===== src/rtl/axi_basic_tx_arb.sv =====
// Two-requester round-robin arbiter in front of the TX pipeline. Ownership is
// packet-granular; the owner's stream passes through combinationally.
module axi_basic_tx_arb #(
    parameter int C_DATA_WIDTH = 64,
    parameter int STRB_WIDTH   = C_DATA_WIDTH / 8,
    parameter int C_MIN_BUF    = 1,
    parameter int TCQ          = 1
) (
    input  logic                    user_clk,
    input  logic                    user_rst,
    input  logic [C_DATA_WIDTH-1:0] s0_axis_tx_tdata,
    input  logic [STRB_WIDTH-1:0]   s0_axis_tx_tkeep,
    input  logic                    s0_axis_tx_tlast,
    input  logic [3:0]              s0_axis_tx_tuser,
    input  logic                    s0_axis_tx_tvalid,
    output logic                    s0_axis_tx_tready,
    input  logic [C_DATA_WIDTH-1:0] s1_axis_tx_tdata,
    input  logic [STRB_WIDTH-1:0]   s1_axis_tx_tkeep,
    input  logic                    s1_axis_tx_tlast,
    input  logic [3:0]              s1_axis_tx_tuser,
    input  logic                    s1_axis_tx_tvalid,
    output logic                    s1_axis_tx_tready,
    output logic [C_DATA_WIDTH-1:0] m_axis_tx_tdata,
    output logic [STRB_WIDTH-1:0]   m_axis_tx_tkeep,
    output logic                    m_axis_tx_tlast,
    output logic [3:0]              m_axis_tx_tuser,
    output logic                    m_axis_tx_tvalid,
    input  logic                    m_axis_tx_tready,
    input  logic [5:0]              trn_tbuf_av,
    input  logic                    trn_lnk_up,
    output logic [1:0]              arb_grant,
    output logic                    arb_busy
);

    // TCQ is kept only for interface compatibility; the RTL carries no delays.
    if (!(C_DATA_WIDTH == 64 || C_DATA_WIDTH == 128) || TCQ < 0) begin : g_bad_params
        $error("axi_basic_tx_arb: C_DATA_WIDTH must be 64 or 128");
    end

    typedef enum logic [1:0] {IDLE = 2'd0, OWN0 = 2'd1, OWN1 = 2'd2} state_t;

    localparam logic [6:0] MIN_BUF = 7'(C_MIN_BUF);

    state_t state;
    logic   last_owner;
    logic   can_start;
    logic   sel0;
    logic   sel1;

    assign can_start = trn_lnk_up && ({1'b0, trn_tbuf_av} >= MIN_BUF);

    always_ff @(posedge user_clk) begin
        if (user_rst) begin
            state      <= IDLE;
            last_owner <= 1'b1;
        end else begin
            case (state)
                IDLE: if (can_start) begin
                    // s0 wins on contention only if s1 owned last
                    if (s0_axis_tx_tvalid && (!s1_axis_tx_tvalid || last_owner)) begin
                        state      <= OWN0;
                        last_owner <= 1'b0;
                    end else if (s1_axis_tx_tvalid) begin
                        state      <= OWN1;
                        last_owner <= 1'b1;
                    end
                end
                OWN0: if (s0_axis_tx_tvalid && m_axis_tx_tready && s0_axis_tx_tlast)
                    state <= IDLE;
                OWN1: if (s1_axis_tx_tvalid && m_axis_tx_tready && s1_axis_tx_tlast)
                    state <= IDLE;
                default: state <= IDLE;
            endcase
        end
    end

    // Path is cut during reset so no beat is accepted while ownership is dropped.
    assign sel0 = (state == OWN0) && !user_rst;
    assign sel1 = (state == OWN1) && !user_rst;

    always_comb begin
        m_axis_tx_tdata   = '0;
        m_axis_tx_tkeep   = '0;
        m_axis_tx_tlast   = 1'b0;
        m_axis_tx_tuser   = '0;
        m_axis_tx_tvalid  = 1'b0;
        s0_axis_tx_tready = 1'b0;
        s1_axis_tx_tready = 1'b0;
        if (sel0) begin
            m_axis_tx_tdata   = s0_axis_tx_tdata;
            m_axis_tx_tkeep   = s0_axis_tx_tkeep;
            m_axis_tx_tlast   = s0_axis_tx_tlast;
            m_axis_tx_tuser   = s0_axis_tx_tuser;
            m_axis_tx_tvalid  = s0_axis_tx_tvalid;
            s0_axis_tx_tready = m_axis_tx_tready;
        end else if (sel1) begin
            m_axis_tx_tdata   = s1_axis_tx_tdata;
            m_axis_tx_tkeep   = s1_axis_tx_tkeep;
            m_axis_tx_tlast   = s1_axis_tx_tlast;
            m_axis_tx_tuser   = s1_axis_tx_tuser;
            m_axis_tx_tvalid  = s1_axis_tx_tvalid;
            s1_axis_tx_tready = m_axis_tx_tready;
        end
    end

    assign arb_grant = {state == OWN1, state == OWN0};
    assign arb_busy  = (state != IDLE);

endmodule


===== config.mk =====
export PLATFORM = sky130hd
export DESIGN_NAME = axi_basic_tx_arb
export DESIGN_NICKNAME = d
export VERILOG_FILES = /design/src/rtl/axi_basic_tx_arb.sv
export SDC_FILE = /design/constraint.sdc
export NUM_CORES = 1
export LEC_CHECK = 0
export BUFFER_PORTS_ARGS = -buffer_cell sky130_fd_sc_hd__buf_2
export CORE_AREA = 2 2 95 97
export CTS_BUF_LIST = sky130_fd_sc_hd__clkbuf_16
export CTS_CLUSTER_DIAMETER = 150
export DETAILED_ROUTE_END_ITERATION = 6
export DIE_AREA = 0 0 97 99
export PLACE_DENSITY = 0.59
export REMOVE_ABC_BUFFERS = 1
export SLEW_MARGIN = 20
export SYNTH_ARGS = -nofsm -noshare
export SYNTH_HDL_FRONTEND = slang
export SYNTH_SLANG_ARGS = --single-unit

===== constraint.sdc =====
create_clock -name user_clk -period 1.55 [get_ports user_clk]
set_input_delay 0 -clock user_clk [delete_from_list [all_inputs] [get_ports user_clk]]
set_output_delay 0 -clock user_clk [all_outputs]
set_load 0.005 [all_outputs]

==> results.yml <==
outcome:
  status: "completed"
floorplan:
  placementRows: 34
  die_area_um2: 9600
  start_util_pct: 12.0
  die_h_um: 99
  io_pins: 249
  core_area_um2: 8550
  die_w_um: 97
synth:
  seq_area_frac_synth_pct: 5.84
  syn_area_per_cell_um2: 8.36
  yosys.cell_types.count: 22
  yosys.area_share.simple_pct: 10.1
  synth_top_family_by_area: "compound AO/OA/AOI/OAI gates"
  yosysTopAreaCellShare_pct: 66.4
  syn-cell-area_um2: 1030
  ys_ff_latch: 3
  synth_adder_area_share_pct: 0
  yosysWarnings: 0
  syn_inst: 123
  yosys.area.top_type: "a22o_1"
  synth_mux_area_share_pct: 0
  synth_area_leaders: "a22o_1 66%, buf_4 6.6%, dfxtp_1 5.8%"
  synth_compound_area_share_pct: 72.1
  synth_xor_xnor_area_share_pct: 0
power_and_ir_drop:
  power.density_nw_per_um2: 415
  p_leak_nw: 1.61
  ir_drop_mv: 0.461
sta:
  tightestPinTransition_ns: 0.376
  hold_viol_final: 0
  min_period_ns: 1.51
  setup_slack_ns: 0.0378
  final_max_slew_viol_count: 0
  finClkSkew_ns: 0.00285
  finalCritPeriodShare_pct: 97.6
  max_freq_ghz: 0.661
  setup-violations-final: 0
  rsz0062_at_grt: "true"
  relSlewSlack_pct: 74.9
worst_hold_path:
  worstHoldStart: "user_rst"
  hold_path_depth: 2
  min_to: "state[0]"
  min_path_type: "input pin to register"
placed_design:
  numPortBuffers: 248
  place_ws_ns: 0.152
  dpl.cell_count: 465
  place.gp.congestion: 0.816
  hpwlAfterDp_um: 5810
  dpl-instance-area_um2: 2380
global_route:
  grt-ovfl-total: 0
  first_global_vias: 2099
  grt_max_degree: 23
  grt_pass1_wl_um: 11100
  antenna_found_initial: 0
  grt_usage_pct: 14.1
cts:
  h-tree-depth: 1
  cts_buffers: 3
  clockRootBuffer: "clkbuf_16"
  tritoncts: "yes"
  cts.path.max_buffers: 2
  cts.sinks: 3
  insertion_delay_ns: 0.23
  hold_buffers: 0
  cts.clk_slew.worst_paths_ns: 0.03
final_layout:
  multi_input_area_um2: 891
  instances_no_fill: 476
  diodes: 0
  fin_area_um2: 2660
  drive_gt1_share_pct: 74.7
  area_growth_pct: 159
  fin_nets: 535
  regArea_um2: 67.6
  utilization_pct: 31.1
  fillers: 927
setup_path:
  crit_fanout: 19
  rr_worst_depth: 3
  rr_endpoint: "last_owner"
  crit_required_ns: 1.55
  cp-start-kind: "register"
  r2r_setup_slack_ns: 0.19
  r2r_start: "state[0]"
  worstSetupPathType: "register to output pin"
  critical_path_arrival_ns: 1.51
  cp-end-kind: "output pin"
drt:
  drt-wirelength-per-cell_um: 15.9
  drt_iter0_drc: 62
  drt_wl_total_um: 7560
  dr.pass1.iters: 4
  drcViolationCount: 0
  postRouteAntennaNets: 0
  vias: 2173
  vias_per_cell: 4.57
job:
  drv_cap: 0
-- cells in the mapped netlist --
cell,n
a22o_1,78
buf_4,9
buf_2,8
dfxtp_1,3
nor2b_1,3
or2_2,3
and2_1,2
nand2b_1,2
nand3_1,2
a21oi_1,1
a221oi_1,1
a32o_1,1
buf_6,1
inv_1,1
nand2_1,1
nor2b_2,1
nor3b_1,1
o2111ai_1,1
o211a_1,1
o21ai_0,1
o32a_2,1
or4_4,1
-- power by group --
| part | total [mW] | internal, mW | switching (mW) |
|---|---|---|---|
| Clock | 0.413 | 0.333 | 0.0793 |
| Sequential | 0.0923 | 0.0841 | 0.00819 |
| Combinational | 0.600 | 0.363 | 0.237 |
| Total | 1.11 | 0.780 | 0.325 |
-- worst max path at each step --
stage                     startpoint             endpoint  slack [ns]  cells after the start
after floorplan             state[1]   m_axis_tx_tdata[0]       -2.13                      3
after global placement      state[1]  m_axis_tx_tdata[35]        0.17                      5
after detailed placement    state[1]  m_axis_tx_tdata[35]        0.15                      5
after CTS                   state[0]  m_axis_tx_tdata[38]       -0.02                      6
after global routing        state[1]   m_axis_tx_tdata[4]       -0.02                      6
final                       state[1]  m_axis_tx_tdata[35]        0.04                      6
-- metrics by stage --
stage	total power [mW]	setup TNS [ns]	hold slack [ns]
after global placement	0.624	0	0.276
after detailed placement	0.629	0	0.274
after floorplan	0.276	-172.17	0.0787
after global routing	1.17	-0.128	0.100
after CTS	1.11	-0.405	0.0698
final	1.11	0	0.0795
-- kinds of logic after synthesis --
family | after synthesis
compound gates | 85
buf+inv | 19
simple gates | 16
flops | 3
-- sequential cells by signal, summed over array words and instances, names as in the netlist --
signal	cells
last_owner	1
state	2
-- critical path: stages, from the launching register on --
cell     delay [ns]
dfxtp_4        0.35
nor2b_4        0.13
nor2b_4        0.12
buf_12         0.14
buf_12         0.15
a22o_4         0.27
buf_6          0.12
-- layout make-up --
type                            count  area share (%)
Clock buffer                        3            2.82
Clock inverter                      1           0.141
Multi-Input combinational cell    101            33.5
Sequential cell                     3            2.54
Timing Repair Buffer              259            55.8
Inverter                            1           0.141
Tap cell                          108            5.08
-- cells in the final DEF (no fill, tap or decap), drive strengths merged, types with 2 or more instances in the layout --
master	Yosys	layout
or2	3	3
buf	18	259
inv	1	2
and2	2	2
nand2b	2	2
nand3	2	2
a22o	78	78
clkbuf	0	3
dfxtp	3	3
nor2b	4	4
-- what timing repair did --
item,4_1_cts,5_1_grt
pin swaps,1,14
buffers inserted,3,0
gates resized for setup,9,5
cloned,4,0
endpoints found under the setup margin,77,59
-- routing by layer --
| metal | vias up | wire, um | global-route usage (%) |
|---|---|---|---|
| met5 | - | 0 | 0 |
| met2 | 131 | 3770 | 23.9 |
| met4 | 0 | 87 | 2.38 |
| li1 | 1019 | - | - |
| met1 | 1017 | 3100 | 19.1 |
| met3 | 6 | 595 | 2.13 |
Power figures use the tool's default switching activity.
